## config.mk

```make
export PLATFORM = sky130hd
export DESIGN_NAME = tdm_frame_scheduler
export DESIGN_NICKNAME = d
export VERILOG_FILES = /design/src/rtl/tdm_frame_scheduler.sv
export SDC_FILE = /design/constraint.sdc
export NUM_CORES = 1
export LEC_CHECK = 0
export ABC_AREA = 1
export BUFFER_PORTS_ARGS = -buffer_cell sky130_fd_sc_hd__buf_2
export CAP_MARGIN = 30
export CORE_MARGIN = 2
export CORE_UTILIZATION = 52
export DETAILED_ROUTE_END_ITERATION = 10
export PLACE_DENSITY_LB_ADDON = 0.3
export SLEW_MARGIN = 20
export SYNTH_ARGS = -nofsm -noshare
export SYNTH_HDL_FRONTEND = slang
export SYNTH_SLANG_ARGS = --single-unit
```

## constraint.sdc

```tcl
create_clock -name in_mclk -period 3 [get_ports in_mclk]
set_clock_uncertainty 0.1 [all_clocks]
set_input_delay 0.3 -clock in_mclk [delete_from_list [all_inputs] [get_ports in_mclk]]
set_output_delay 0.3 -clock in_mclk [all_outputs]
set_load 0.02 [all_outputs]
```

## src/rtl/tdm_frame_scheduler.sv

```systemverilog
// Schedules stereo frames from G_INPUTS I2S receivers into a single TDM stream.
// Pending words are double-buffered into a shadow bank at each frame start.
//
// state   | meaning
// --------+-----------------------------------------------------------
// ST_IDLE | TDM pins held low, pending stage still accepts strobes
// ST_RUN  | div/bit/slot counters sweep one frame, snapshot at slot0/bit0
module tdm_frame_scheduler #(
    parameter int G_BITS      = 16,
    parameter int G_INPUTS    = 4,
    parameter int G_SLOT_BITS = 32,
    parameter int G_MCLK_DIV  = 4
) (
    input  logic                         in_mclk,
    input  logic                         in_reset_n,
    input  logic                         in_enable,
    input  logic [G_INPUTS*G_BITS-1:0]   in_frame_left,
    input  logic [G_INPUTS*G_BITS-1:0]   in_frame_right,
    input  logic [G_INPUTS-1:0]          in_frame_strobe,
    input  logic                         in_clear_status,
    output logic                         out_bclk,
    output logic                         out_fsync,
    output logic                         out_dout,
    output logic                         out_frame_start,
    output logic [G_INPUTS-1:0]          out_stale,
    output logic                         out_active
);

    localparam int SLOT_N = 2 * G_INPUTS;
    localparam int DIV_W  = (G_MCLK_DIV > 1) ? $clog2(G_MCLK_DIV) : 1;
    localparam int BIT_W  = (G_SLOT_BITS > 1) ? $clog2(G_SLOT_BITS) : 1;
    localparam int SLOT_W = (SLOT_N > 1) ? $clog2(SLOT_N) : 1;
    localparam int DATA_W = G_INPUTS * G_BITS;

    localparam logic [DIV_W-1:0]  DIV_LAST  = DIV_W'(G_MCLK_DIV - 1);
    localparam logic [DIV_W-1:0]  DIV_HALF  = DIV_W'(G_MCLK_DIV / 2);
    localparam logic [BIT_W-1:0]  BIT_LAST  = BIT_W'(G_SLOT_BITS - 1);
    localparam logic [SLOT_W-1:0] SLOT_LAST = SLOT_W'(SLOT_N - 1);

    typedef enum logic {ST_IDLE, ST_RUN} state_t;

    state_t              state_q, state_d;
    logic [DIV_W-1:0]    div_q, div_d;
    logic [BIT_W-1:0]    bit_q, bit_d;
    logic [SLOT_W-1:0]   slot_q, slot_d;
    logic                snap;

    logic [DATA_W-1:0]   pend_left_q, pend_left_d, pend_right_q, pend_right_d;
    logic [DATA_W-1:0]   shad_left_q, shad_left_d, shad_right_q, shad_right_d;
    logic [G_INPUTS-1:0] fresh_q, fresh_d, stale_q, stale_d;

    logic                bclk_q, bclk_d, fsync_q, fsync_d, dout_q, dout_d;
    logic                frame_start_q, frame_start_d, active_q, active_d;
    logic [G_BITS-1:0]   slot_word;

    always_ff @(posedge in_mclk or negedge in_reset_n) begin
        if (!in_reset_n) begin
            state_q       <= ST_IDLE;
            div_q         <= '0;
            bit_q         <= '0;
            slot_q        <= '0;
            pend_left_q   <= '0;
            pend_right_q  <= '0;
            shad_left_q   <= '0;
            shad_right_q  <= '0;
            fresh_q       <= '0;
            stale_q       <= '0;
            bclk_q        <= 1'b0;
            fsync_q       <= 1'b0;
            dout_q        <= 1'b0;
            frame_start_q <= 1'b0;
            active_q      <= 1'b0;
        end else begin
            state_q       <= state_d;
            div_q         <= div_d;
            bit_q         <= bit_d;
            slot_q        <= slot_d;
            pend_left_q   <= pend_left_d;
            pend_right_q  <= pend_right_d;
            shad_left_q   <= shad_left_d;
            shad_right_q  <= shad_right_d;
            fresh_q       <= fresh_d;
            stale_q       <= stale_d;
            bclk_q        <= bclk_d;
            fsync_q       <= fsync_d;
            dout_q        <= dout_d;
            frame_start_q <= frame_start_d;
            active_q      <= active_d;
        end
    end

    // A frame only ends on the very last mclk of slot N-1; enable is sampled there alone.
    always_comb begin
        state_d = state_q;
        div_d   = div_q;
        bit_d   = bit_q;
        slot_d  = slot_q;
        snap    = 1'b0;
        case (state_q)
            ST_IDLE: begin
                if (in_enable) begin
                    state_d = ST_RUN;
                    div_d   = '0;
                    bit_d   = '0;
                    slot_d  = '0;
                    snap    = 1'b1;
                end
            end
            ST_RUN: begin
                if (div_q == DIV_LAST) begin
                    div_d = '0;
                    if (bit_q == BIT_LAST) begin
                        bit_d = '0;
                        if (slot_q == SLOT_LAST) begin
                            slot_d = '0;
                            if (in_enable) snap = 1'b1;
                            else           state_d = ST_IDLE;
                        end else begin
                            slot_d = slot_q + SLOT_W'(1);
                        end
                    end else begin
                        bit_d = bit_q + BIT_W'(1);
                    end
                end else begin
                    div_d = div_q + DIV_W'(1);
                end
            end
            default: state_d = ST_IDLE;
        endcase
    end

    // Snapshot reads the pre-strobe pending/fresh values; a coincident strobe counts next frame.
    always_comb begin
        pend_left_d  = pend_left_q;
        pend_right_d = pend_right_q;
        for (int i = 0; i < G_INPUTS; i++) begin
            if (in_frame_strobe[i]) begin
                pend_left_d[i*G_BITS +: G_BITS]  = in_frame_left[i*G_BITS +: G_BITS];
                pend_right_d[i*G_BITS +: G_BITS] = in_frame_right[i*G_BITS +: G_BITS];
            end
        end
        shad_left_d  = snap ? pend_left_q  : shad_left_q;
        shad_right_d = snap ? pend_right_q : shad_right_q;
        fresh_d      = snap ? in_frame_strobe : (fresh_q | in_frame_strobe);
        stale_d      = (stale_q & ~{G_INPUTS{in_clear_status}}) | (snap ? ~fresh_q : '0);
    end

    // Outputs are registered from next-state values so pins line up with the counters.
    always_comb begin
        slot_word = '0;
        for (int i = 0; i < G_INPUTS; i++) begin
            if (slot_d == SLOT_W'(2 * i))     slot_word = shad_left_d[i*G_BITS +: G_BITS];
            if (slot_d == SLOT_W'(2 * i + 1)) slot_word = shad_right_d[i*G_BITS +: G_BITS];
        end
        dout_d = 1'b0;
        for (int k = 0; k < G_BITS; k++) begin
            if (bit_d == BIT_W'(k)) dout_d = slot_word[G_BITS-1-k];
        end
        active_d      = (state_d == ST_RUN);
        dout_d        = dout_d & active_d;
        bclk_d        = active_d && (div_d >= DIV_HALF);
        fsync_d       = active_d && (bit_d == '0) && (slot_d == '0);
        frame_start_d = snap;
    end

    assign out_bclk        = bclk_q;
    assign out_fsync       = fsync_q;
    assign out_dout        = dout_q;
    assign out_frame_start = frame_start_q;
    assign out_stale       = stale_q;
    assign out_active      = active_q;

endmodule

```

-- Word-level counts from Yosys, hierarchy flattened
Cells that the tools add are included.
- flip-flop bits (word level): 279
- logic and storage cells: 110
- bits of input ports: 136
- output and inout port bits: 9
- eq/ne operators: 25
- bitwise logic cells: 7
- reductions and logical operators: 5
- mux-type cells: 49
- magnitude comparators: 1
- add/subtract/negate cells: 3
- operators with widths (operator ; number):
    $mux 16 ; 8
    $mux 64 ; 2
    $eq 5x4->1 const B ; 8
    $mux 1 ; 23
    $eq 5x3->1 const B ; 4
    $eq 3x3->1 const B ; 5
    $mux 5 ; 3
    $mux 3 ; 4
    $eq 5x2->1 const B ; 2
    $pmux 5 s2 ; 1
    $mux 4 ; 2
    $not 4->4 ; 2
    $or 4x4->4 ; 2
    $eq 3x2->1 const B ; 2
    $pmux 3 s2 ; 1
    $add 5x1->5 const B ; 1
    $eq 5x1->1 const B ; 1
    $eq 5x5->1 const B ; 1
    $logic_not 5->1 ; 1
    $and 4x4->4 ; 1
    $mux 2 ; 2
    $pmux 1 s2 ; 2
    $pmux 2 s2 ; 1
    $add 3x1->3 const B ; 1
    8 further kinds ; 10

-- Depth between registers and ports, before layout
Gate-level depths: netlist (run 1).
- word-level depth: 31
- depth in mapped cells: 36
- mapped depth without buffers: 36

-- Worst setup path before layout (run 1)
Ideal clock, no wire load.
- path type: reg-to-reg
- start point: reg bit_q[0]
- end point: reg dout_q, in the netlist out_dout
- path slack: -0.250 ns
- data required time: 2.782 ns
- cell stages (with the launch flop): 23
- arrival: 3.033 ns
- setup time: 0.118 ns
- cells stage by stage: dfrtp_1 > ha_1 > nand2_1 > nor2_1 > ha_1 > nand2_1 > nand2_2 > nand3_2 > buf_4 > buf_2 > buf_6 > buf_2 > buf_2 > buf_2 > o21ai_1 > a22oi_1 > o2111ai_1 > a221oi_1 > o211ai_1 > nand2_1 > nand2_1 > nand2_1 > a21oi_2
- RTL lines (what ; line ; text):
    from (decl) ; 44 ; logic [BIT_W-1:0] bit_q, bit_d;
    from (signal assigned) ; 76 ; bit_q <= bit_d;
    $eq 5x5->1 ; 112 ; if (bit_q == BIT_LAST) begin
    $mux 1 ; 112 ;
    $mux 1 ; 110 ; if (div_q == DIV_LAST) begin
    $pmux 1 s2 ; 99 ; case (state_q)
    $mux 64 ; 142 ; shad_left_d = snap ? pend_left_q : shad_left_q;
    via shad_left_d[2] ; 49 ; logic [DATA_W-1:0] shad_left_q, shad_left_d, shad_right_q, shad_right_d;
    $mux 16 ; 152 ; if (slot_d == SLOT_W'(2 * i)) slot_word = shad_left_d[i*G_BITS +: G_BITS];
    $mux 16 ; 153 ; if (slot_d == SLOT_W'(2 * i + 1)) slot_word = shad_right_d[i*G_BITS +: G_BITS];
    $mux 16 ; 152 ;
    $mux 16 ; 153 ;
    $mux 16 ; 152 ;
    $mux 16 ; 153 ;
    $mux 16 ; 152 ;
    $mux 16 ; 153 ;
    $mux 1 (3 in series) ; 157 ; if (bit_d == BIT_W'(k)) dout_d = slot_word[G_BITS-1-k];
    $and 1x1->1 ; 160 ; dout_d = dout_d & active_d;
    via dout_d ; 52 ; logic bclk_q, bclk_d, fsync_q, fsync_d, dout_q, dout_d;
    to (signal assigned) ; 86 ; dout_q <= dout_d;
    to (decl) ; 52 ;
The timed path passes the listed nets, and every way through them passes these cells.
A chain may end at the register's enable or synchronous reset.

-- Worst setup path in the final report (run 1)
- start point: reg bit_q[0]
- end point: reg dout_q, in the netlist out_dout
- RTL lines (what ; line):
    $eq 5x5->1 ; 112
    $mux 1 ; 112
    $mux 1 ; 110
    $pmux 1 s2 ; 99
    $mux 64 ; 142
    via shad_left_d[27] ; 49
    $mux 16 ; 152
    $mux 16 ; 153
    $mux 16 ; 152
    $mux 16 ; 153
    $mux 16 ; 152
    $mux 16 ; 153
    $mux 1 (12 in series) ; 157
    $and 1x1->1 ; 160
    via dout_d ; 52
The timed path passes the listed nets, and every way through them passes these cells.

==> results of run 1 <==
## registers in the layout, indices dropped and copies added, names as in the netlist, 2 cells and up
register / count
slot_q: 3
pend_right_q: 64
shad_left_q: 64
bit_q: 5
out_stale: 4
div_q: 2
shad_right_q: 64
fresh_q: 4
pend_left_q: 64
## tightest hold or removal path, cell delays in order
cell and delay, ns:
buf_2 0.17, nand4_1 0.11, nand2_1 0.07
## power by group through the flow
stage	Sequential, W	Combinational, W	Clock (W)
after global placement	0.00403	0.000434	0
after global routing	0.00399	0.000669	0.00386
after floorplan	0.00402	0.000194	0
after detailed placement	0.00404	0.000445	0
after CTS	0.00397	0.000580	0.00367
final	0.00398	0.000599	0.00364
## metrics by stage
step,worst slack (ns),hold slack [ns],power [W],setup TNS (ns),instances
after global placement,-0.416,0.253,0.00447,-0.416,1743
after CTS,-0.431,0.0367,0.00822,-0.431,1935
after global routing,-0.848,0.0703,0.00851,-0.848,1943
final,-0.564,0.0637,0.00822,-0.564,1943
after floorplan,-0.174,-0.0956,0.00421,-0.174,1271
after detailed placement,-0.504,0.248,0.00449,-0.504,1743
## layout make-up
type / count / area [sq um]
inverter: 172 / 652
clock buffer: 44 / 862
clock inverter: 8 / 108
fill: 1590 / 6320
multi-input combinational: 757 / 3990
tap: 285 / 357
sequential: 279 / 6980
timing repair buffer: 398 / 3160
## cell usage in the layout (no fill, tap or decap), types with 3 or more instances in the layout
cell type and n:
a22oi_1 7, buf_4 109, nand4_1 13, a32oi_1 3, clkbuf_16 30, buf_2 143, buf_6 4, o21ai_2 11
clkbuf_8 8, buf_12 5, o211ai_1 8, a221oi_1 9, o21ai_1 23, o21ai_0 205, nand2_1 317, nor2_4 5
buf_16 4, a21oi_2 3, dlygate4sd3_1 130, dfrtp_1 279, inv_1 163, o22ai_1 4, ha_1 4, clkbuf_1 7
a21o_1 4, a21oi_1 5, or2_2 19, nor2_1 28, nand2_2 10, nand3_1 20, o2111ai_1 6, nand2_4 6
mux2_2 20, inv_2 6, clkinv_2 4
## repair_timing
| item | 4_1_cts | 5_1_grt |
|---|---|---|
| gates resized for setup | 12 | 49 |
| setup buffers | 5 | 7 |
| gates cloned | 5 | 1 |
| endpoints found under the setup margin | 1 | 1 |
| pin swaps | 5 | 26 |
| endpoints found under the hold margin | 214 | 0 |
| hold buffers | 130 | 0 |
## per-layer routing
layer,global-route usage (%),up-vias,share of wire [%]
met3,3.11,88,4.1
li1,-,4814,-
met4,9.61,0,3.6
met2,48.0,306,51
met5,0,-,0
met1,35.5,4892,42
## worst paths after layout
check,from,endpoint,slack (ns),depth (start not counted)
worst min-delay path,in_enable,shad_right_q[15]$_DFF_PN0_,0.06,3
max in group asynchronous,in_reset_n,shad_left_q[12]$_DFF_PN0_,1.73,3
min in group asynchronous,in_reset_n,pend_left_q[14]$_DFFE_PN0P_,0.23,2
worst min register to register,fresh_q[0]$_DFF_PN0_,out_stale[0]$_DFF_PN0_,0.35,1
worst max register to register,bit_q[0]$_DFF_PN0_,out_dout$_DFF_PN0_,-0.56,32
worst max-delay path,bit_q[0]$_DFF_PN0_,out_dout$_DFF_PN0_,-0.56,32
## cells by family (layout without fill, tap and decap cells)
| family | count (synthesis) | after routing |
|---|---|---|
| AND/OR/NAND/NOR | 430 | 431 |
| AO/OA/AOI/OAI | 298 | 298 |
| flip-flops | 279 | 279 |
| buffers and inverters | 236 | 622 |
| multiplexers | 20 | 20 |
| adder cells (fa/ha/maj) | 6 | 6 |
| XOR/XNOR | 2 | 2 |
==> run_results.csv, run 1 <==
group,metric,value,unit
power_and_ir_drop,p_clk_share,44.3,%
detailed_routing,detail_route.first_pass.iterations,5,
die,die_w,154,um
synth,synth_compound_area_share,14.2,%
sta,finalMaxSlewViolations,0,
sta,rsz0062_at_grt,"true",
synth,yosysWarningCount,0,
die,die_h,154,um
sta,slew_headroom,39.6,%
clocking,insertion_delay,0.56,ns
synth,syn_inst,1271,
synth,netlist_area,0.0118,sq mm
outcome,outcome,"finished, violations left",
power_and_ir_drop,leakage,8.14,nW
outcome,violations,"negative setup slack",
global_routing,overflow,0,
setup_path,crit_path_start_kind,"register",
synth,ys_async_sr_fraction,100,%
clocking,cts-root-buf,"clkbuf_16",
setup_path,cp_max_fo,7,
clocking,cts_sinks,279,
synth,synthTopCellsByCount,"nand2_1, dfrtp_1, o21ai_0",
die,row_count,55,
detailed_routing,vias,10100,
synth,yosysTopAreaCell,"dfrtp_1",
synth,synth-seq-cells,279,
setup_path,worst_path_most_repeated_cell,"nand2_1",
die,core_area,0.0224,sq mm
die,ios,145,
synth,synthXorXnorAreaFrac,0.149,%
synth,synth_edf_count,0,
detailed_routing,drt_iter0_drc,759,
clocking,path_clk_slew,0.06,ns
synth,synth_mux_area_share,1.91,%
clocking,cts_buffer_depth,3,
sta,fin_crit_sh,119,%
synth,ys.flop_type,"dfrtp_1",
power_and_ir_drop,p_per_area,510,mW/mm^2
synth,syn_area_per_cell,9.26,sq um
clocking,cts_tree,"yes",
synth,synth_fa_ha_area_share,0.638,%
power_and_ir_drop,intPower,0.00634,W
setup_path,cp-end-kind,"register",
setup_path,cp.arrival,3.91,ns
synth,synth_most_common_cell,"nand2_1",
placement,io_buffers,144,
setup_path,cp_num_buf_inv,1,
synth,synth-seq-area-share,59.3,%
die,start_util,52.5,%
synth,synth_top_family_by_area,"simple AND/OR/NAND/NOR gates",
job,max_cap_viol_count,0,
finish,fin_util,71.8,%
setup_path,worst_path_max_delay_cell,"dfrtp_1",
clocking,cts_made_buffers,29,
placement,dpl.hpwl,19.8,mm
finish,drive_above_1_share,24.8,%
global_routing,grt_max_degree,88,
global_routing,antenna_found_initial,0,
setup_path,crit_family,"simple AND/OR/NAND/NOR gates",
synth,synth_area_leaders,"dfrtp_1, nand2_1, o21ai_0, inv_1, mux2_2",
power_and_ir_drop,irDropWorstVdd,0.499,mV
global_routing,grt.total_usage,27.3,%
power_and_ir_drop,p_seq_share,48.4,%
power_and_ir_drop,switching_share,22.8,%
global_routing,grt_pass1_vias,10266,
synth,yosysUniqueCellTypes,45,
power_and_ir_drop,p_switching,0.00188,W
sta,fmax,281,MHz
die,die-area,0.0238,sq mm
sta,tightest_slew,0.907,ns
setup_path,required,3.35,ns
worst_hold_path,min_path_type,"input port to register",
synth,yosys.area_share.simple,15.7,%
finish,final_cell_area,0.0161,sq mm
clocking,htree_levels,1,
synth,yosysTopAreaCellShare,59.3,%
placement,placed_area,0.0135,sq mm
sta,setup_viol_count_final,1,
detailed_routing,wire_per_inst,16.8,um
detailed_routing,viasPerCell,5.20,
placement,place_congestion,0.866,
detailed_routing,ant_nets,0,
setup_path,criticalPathCategory,"register to register",
finish,layout.nets,1779,
finish,antennaDiodeCount,0,
detailed_routing,totalWireLength,32.6,mm
finish,area_growth,36.9,%
sta,setup_slack,-0.564,ns
global_routing,grt_pass1_wl,51.9,mm
sta,min_period,3.56,ns
detailed_routing,remaining_drc_errors,0,
synth,synth_fp_nets,1413,
setup_path,max_stage_delay,0.36,ns
sta,hold_viol,0,
power_and_ir_drop,p_comb_share,7.3,%
No activity file was read; power rests on OpenSTA's default activity.
==> run 2, diff against run 1 <==
--- a/config.mk
+++ b/config.mk
@@ -9,9 +9,10 @@
 export BUFFER_PORTS_ARGS = -buffer_cell sky130_fd_sc_hd__buf_2
 export CAP_MARGIN = 30
 export CORE_MARGIN = 2
-export CORE_UTILIZATION = 52
+export CORE_UTILIZATION = 54
+export CTS_BUF_LIST = sky130_fd_sc_hd__clkbuf_8
 export DETAILED_ROUTE_END_ITERATION = 10
-export PLACE_DENSITY_LB_ADDON = 0.3
+export PLACE_DENSITY = 0.9
 export SLEW_MARGIN = 20
 export SYNTH_ARGS = -nofsm -noshare
 export SYNTH_HDL_FRONTEND = slang
==> run 2 against run 1 <==
The flow still finishes with violations (negative setup slack). Largest power group unchanged. Power decreased by 4.1%. Count of clock-buffer cells in the layout rose by 11. Largest cell class unchanged. Cell count is 0.62% higher. First-iteration DRC count grew 35%. Combinational power grew 3%.
==> run_results.csv, run 2 (synthesis results as in run 1) <==
group,metric,value,unit
job,max_cap_viol_count,0,
setup_path,max_stage_delay,0.36,ns
detailed_routing,drt_iter0_drc,1024,
power_and_ir_drop,irDropWorstVdd,0.473,mV
setup_path,crit_family,"simple AND/OR/NAND/NOR gates",
worst_hold_path,hold_depth,3,
die,die-area,0.0230,sq mm
setup_path,criticalPathCategory,"register to register",
detailed_routing,totalWireLength,35.3,mm
worst_hold_path,min_path_type,"input port to register",
setup_path,r2r.worst_path.cells,33,
clocking,cts_sinks,279,
finish,fillCellCount,1331,
detailed_routing,detail_route.first_pass.iterations,5,
power_and_ir_drop,leakage,8.11,nW
finish,fin_util,73.6,%
clocking,cts-root-buf,"clkbuf_8",
global_routing,overflow,0,
sta,min_period,3.53,ns
detailed_routing,wire_per_inst,18.1,um
outcome,violations,"negative setup slack",
sta,tightest_slew,0.779,ns
detailed_routing,ant_nets,0,
setup_path,cp_num_buf_inv,3,
die,die_w,152,um
finish,mostFrequentLayoutCell,"nand2_1",
sta,hold-worst-slack,0.0628,ns
detailed_routing,viasPerCell,5.47,
outcome,outcome,"finished, violations left",
clocking,cts_buffer_depth,3,
die,start_util,54.4,%
placement,dpl.hpwl,20.3,mm
placement,placed_area,0.0134,sq mm
setup_path,crit_path_start_kind,"register",
setup_path,cp-end-kind,"register",
power_and_ir_drop,p_seq_share,50.6,%
die,core_area,0.0216,sq mm
sta,slew_headroom,48.1,%
clocking,cts_tree,"yes",
detailed_routing,vias,10687,
die,die_h,152,um
finish,layout.nets,1786,
power_and_ir_drop,switching_share,24.7,%
finish,antennaDiodeCount,0,
global_routing,antenna_found_initial,0,
setup_path,cp.arrival,3.90,ns
sta,finalMaxSlewViolations,0,
global_routing,grt.total_usage,30.5,%
detailed_routing,remaining_drc_errors,0,
sta,setup_slack,-0.525,ns
placement,place_congestion,0.913,
clocking,cts_made_buffers,45,
power_and_ir_drop,p_comb_share,7.8,%
setup_path,required,3.38,ns
finish,final_cell_area,0.0159,sq mm
power_and_ir_drop,p_clk_share,41.6,%
sta,rsz0062_at_grt,"true",
setup_path,path_depth,33,
sta,fin_crit_sh,118,%
finish,area_growth,35.2,%
sta,tns,-0.525,ns
setup_path,cp_max_fo,11,
clocking,path_clk_slew,0.07,ns
clocking,htree_levels,2,
power_and_ir_drop,intPower,0.00593,W
power_and_ir_drop,p_switching,0.00195,W
setup_path,worst_path_max_delay_cell,"dfrtp_1",
clocking,insertion_delay,0.56,ns
global_routing,grt_max_degree,99,
sta,hold_viol,0,
global_routing,grt_pass1_wl,54.0,mm
finish,drive_above_1_share,24.7,%
die,row_count,54,
setup_path,worst_path_most_repeated_cell,"nand2_1",
placement,io_buffers,144,
die,ios,145,
power_and_ir_drop,p_per_area,495,mW/mm^2
sta,setup_viol_count_final,1,
finish,mostFrequentLayoutCells,"nand2_1, dfrtp_1, o21ai_0",
global_routing,grt_pass1_vias,10915,
sta,fmax,284,MHz
==> run 2: layout make-up <==
cell class,count,area [sq um],share of cell area (%)
repair buffers,388,3090,19.4
inverters,172,654,4.11
well taps,280,350,2.20
clock inverters,23,130,0.818
multi-input cells,757,3940,24.8
repair inverters,1,7.51,0.0472
flip-flops and latches,279,6980,43.9
clock buffers,55,757,4.76
==> run 2: worst paths after layout <==
kind / startpoint / to / slack [ns]
min reg2reg: fresh_q[0]$_DFF_PN0_ / out_stale[0]$_DFF_PN0_ / 0.36
max: bit_q[0]$_DFF_PN0_ / out_dout$_DFF_PN0_ / -0.53
max reg2reg: bit_q[0]$_DFF_PN0_ / out_dout$_DFF_PN0_ / -0.53
min: in_enable / shad_right_q[15]$_DFF_PN0_ / 0.06
max in group asynchronous: in_reset_n / pend_right_q[4]$_DFFE_PN0P_ / 1.55
min in group asynchronous: in_reset_n / pend_left_q[14]$_DFFE_PN0P_ / 0.27
==> run 2: metal layers <==
metal	wire length [um]	track usage (%)	part of all wire [%]
met5	0	0	0
met4	1890	16.0	5.3
met3	2520	5.33	7.1
met2	17700	52.3	50
met1	13200	37.1	37
==> run 2: per-stage QoR <==
| stage | setup slack [ns] | instances | total power, W |
|---|---|---|---|
| after floorplan | -0.174 | 1271 | 0.00421 |
| after global placement | -0.384 | 1729 | 0.00447 |
| after detailed placement | -0.443 | 1729 | 0.00449 |
| after CTS | -0.403 | 1943 | 0.00782 |
| after global routing | -0.863 | 1955 | 0.00816 |
| final | -0.525 | 1955 | 0.00788 |
==> run 2: power by group through the flow <==
stage / Combinational [W] / Sequential [W] / Clock [W]
floorplan: 0.000194 / 0.00402 / 0
detailed placement: 0.000448 / 0.00405 / 0
finish: 0.000614 / 0.00399 / 0.00328
CTS: 0.000583 / 0.00398 / 0.00326
global route: 0.000680 / 0.00400 / 0.00349
global placement: 0.000429 / 0.00404 / 0
==> run 2: worst register-to-register path, delay by kind of cell, from the launching register on <==
family	cells	cell delay (ns)
adders and majority gates	2	0.39
DFF	1	0.36
buffers and inverters	3	0.47
AOI/OAI and AO/OA	5	0.58
and+or+nand+nor	23	1.54
==> run 2: timing repair <==
action / 4_1_cts / 5_1_grt
endpoints found under the setup margin: 1 / 1
hold endpoints to repair: 225 / 0
setup buffers: 4 / 8
pin swaps: 9 / 21
gates cloned: 2 / 4
hold buffers: 130 / 0
resized for setup: 12 / 46
==> run 3, diff against run 2 <==
--- a/config.mk
+++ b/config.mk
@@ -13,6 +13,7 @@
 export CTS_BUF_LIST = sky130_fd_sc_hd__clkbuf_8
 export DETAILED_ROUTE_END_ITERATION = 10
 export PLACE_DENSITY = 0.9
+export SETUP_SLACK_MARGIN = 0.3
 export SLEW_MARGIN = 20
 export SYNTH_ARGS = -nofsm -noshare
 export SYNTH_HDL_FRONTEND = slang
==> run 3 against run 2 <==
Sequential power about the same. Sequential share of layout area down 0.49 points. Cell area increased by 1.1%. Non-clock buffer count rose by 9. First-iteration DRC count rose by 12%. Die area did not move. Global-route usage grew 3.2 points. The flow still finishes with violations (negative setup slack). Register-to-register slack worse by 0.26 ns.
==> run_results.csv, run 3 (synthesis results as in run 1) <==
group,metric,value,unit
outcome,outcome,"finished, violations left",
outcome,violations,"negative setup slack",
detailed_routing,detail_route.first_pass.iterations,6,
setup_path,required,3.33,ns
setup_path,cp-end-kind,"register",
die,core_area,0.0216,sq mm
finish,mostFrequentLayoutCells,"nand2_1, dfrtp_1, o21ai_0",
setup_path,r2r.worst_path.cells,33,
placement,io_buffers,144,
finish,fillCellCount,1271,
placement,dp_cells,1739,
global_routing,grt_max_degree,100,
sta,setup_slack,-0.785,ns
sta,slew_headroom,42.8,%
setup_path,worst_path_most_repeated_cell,"nand2_1",
finish,multiInputGateArea,0.00396,sq mm
global_routing,grt.total_usage,33.7,%
worst_hold_path,hold_start,"in_frame_strobe[1]",
die,die-area,0.0230,sq mm
clocking,cts_sinks,279,
clocking,cts_buffer_depth,3,
clocking,htree_levels,2,
setup_path,reg2reg_slack,-0.79,ns
clocking,cts_tree,"yes",
setup_path,r2r-start,"bit_q[0]$_DFF_PN0_",
power_and_ir_drop,leakage,8.20,nW
clocking,cts-root-buf,"clkbuf_8",
clocking,cts_made_buffers,44,
sta,tightest_slew,0.858,ns
clocking,path_clk_slew,0.07,ns
finish,layout.nets,1792,
setup_path,cp_max_fo,16,
sta,hold_viol,0,
sta,rsz0062_at_grt,"true",
detailed_routing,vias,11066,
placement,dpl.hpwl,20.7,mm
job,max_cap_viol_count,0,
die,die_w,152,um
global_routing,antenna_found_initial,1,
finish,mostFrequentLayoutCell,"nand2_1",
detailed_routing,remaining_drc_errors,0,
finish,area_growth,36.7,%
sta,min_period,3.79,ns
global_routing,overflow,0,
clocking,insertion_delay,0.58,ns
placement,place_congestion,0.936,
finish,final_cell_area,0.0161,sq mm
finish,drive_above_1_share,26.0,%
finish,ff_latch_area,0.00698,sq mm
die,row_count,54,
sta,fin_crit_sh,126,%
global_routing,grt_pass1_wl,59.0,mm
setup_path,worstReg2RegEnd,"out_dout$_DFF_PN0_",
setup_path,worst_path_max_delay_cell,"dfrtp_1",
setup_path,criticalPathCategory,"register to register",
finish,layout.cells.non_filler,1965,
power_and_ir_drop,irDropWorstVdd,0.391,mV
setup_path,crit_path_start_kind,"register",
placement,placed_area,0.0135,sq mm
finish,fin_util,74.4,%
sta,fmax,264,MHz
die,start_util,54.4,%
sta,tns,-0.785,ns
worst_hold_path,min_to,"pend_left_q[16]$_DFFE_PN0P_",
power_and_ir_drop,p_per_area,515,mW/mm^2
global_routing,grt_pass1_vias,11427,
detailed_routing,ant_nets,0,
detailed_routing,viasPerCell,5.63,
die,die_h,152,um
sta,setup_viol_count_final,1,
worst_hold_path,min_path_type,"input port to register",
setup_path,cp.arrival,4.12,ns
setup_path,max_stage_delay,0.36,ns
detailed_routing,totalWireLength,38.3,mm
detailed_routing,wire_per_inst,19.5,um
sta,finalMaxSlewViolations,0,
worst_hold_path,hold_depth,3,
detailed_routing,drt_iter0_drc,1147,
die,ios,145,
run 3: worst max-delay path by stage:
| stage | startpoint | slack (ns) | end |
|---|---|---|---|
| after CTS | bit_q[0]$_DFF_PN0_ | -0.53 | out_dout$_DFF_PN0_ |
| after detailed placement | bit_q[1]$_DFF_PN0_ | -0.48 | out_dout$_DFF_PN0_ |
| after global routing | bit_q[0]$_DFF_PN0_ | -0.99 | out_dout$_DFF_PN0_ |
| after floorplan | bit_q[0]$_DFF_PN0_ | -0.17 | out_dout$_DFF_PN0_ |
| final | bit_q[0]$_DFF_PN0_ | -0.79 | out_dout$_DFF_PN0_ |
| after global placement | bit_q[0]$_DFF_PN0_ | -0.37 | out_dout$_DFF_PN0_ |
run 3: repair_timing:
| item | 4_1_cts | 5_1_grt |
|---|---|---|
| setup buffers | 6 | 5 |
| endpoints found under the hold margin | 227 | 1 |
| cloned | 0 | 1 |
| setup endpoints to repair | 1 | 12 |
| pin swaps | 4 | 21 |
| hold buffers | 130 | 1 |
| gates resized for setup | 14 | 59 |
run 3: metal layers:
metal / vias to the layer above / track usage (%) / share of wire [%]
met5: - / 0 / 0
met4: 0 / 18.4 / 5.8
met3: 182 / 5.96 / 7.0
met2: 677 / 58.9 / 50
met1: 5353 / 39.5 / 37
li1: 4854 / - / -
run 3: stage by stage:
step | hold slack (ns) | total power (W) | setup WS [ns]
2_1_floorplan | -0.0956 | 0.00422 | -0.174
5_1_grt | 0.0385 | 0.00853 | -0.991
3_3_place_gp | 0.277 | 0.00446 | -0.371
3_5_place_dp | 0.278 | 0.00449 | -0.478
4_1_cts | 0.0367 | 0.00817 | -0.526
6_report | 0.0214 | 0.00828 | -0.785
run 3: where the power goes:
part           switching, W  internal, W
combinational      0.000359     0.000273
clock               0.00160      0.00206
sequential        0.0000696      0.00392
run 3: layout make-up:
type                    count  area share (%)
clock inverters            20            1.15
clock buffers              60            5.13
diodes                      1          0.0156
flip-flops and latches    279            43.4
well taps                 280            2.18
multi-input cells         756            24.6
repair buffers            397            19.5
inverters                 172            4.05
run 3: worst max-delay path: cells and delay by family, from the launching register on:
family / cells / cell delay, ns
simple gates: 24 / 1.88
compound gates: 5 / 0.56
flops: 1 / 0.36
buf+inv: 2 / 0.33
fa+ha+maj: 2 / 0.40
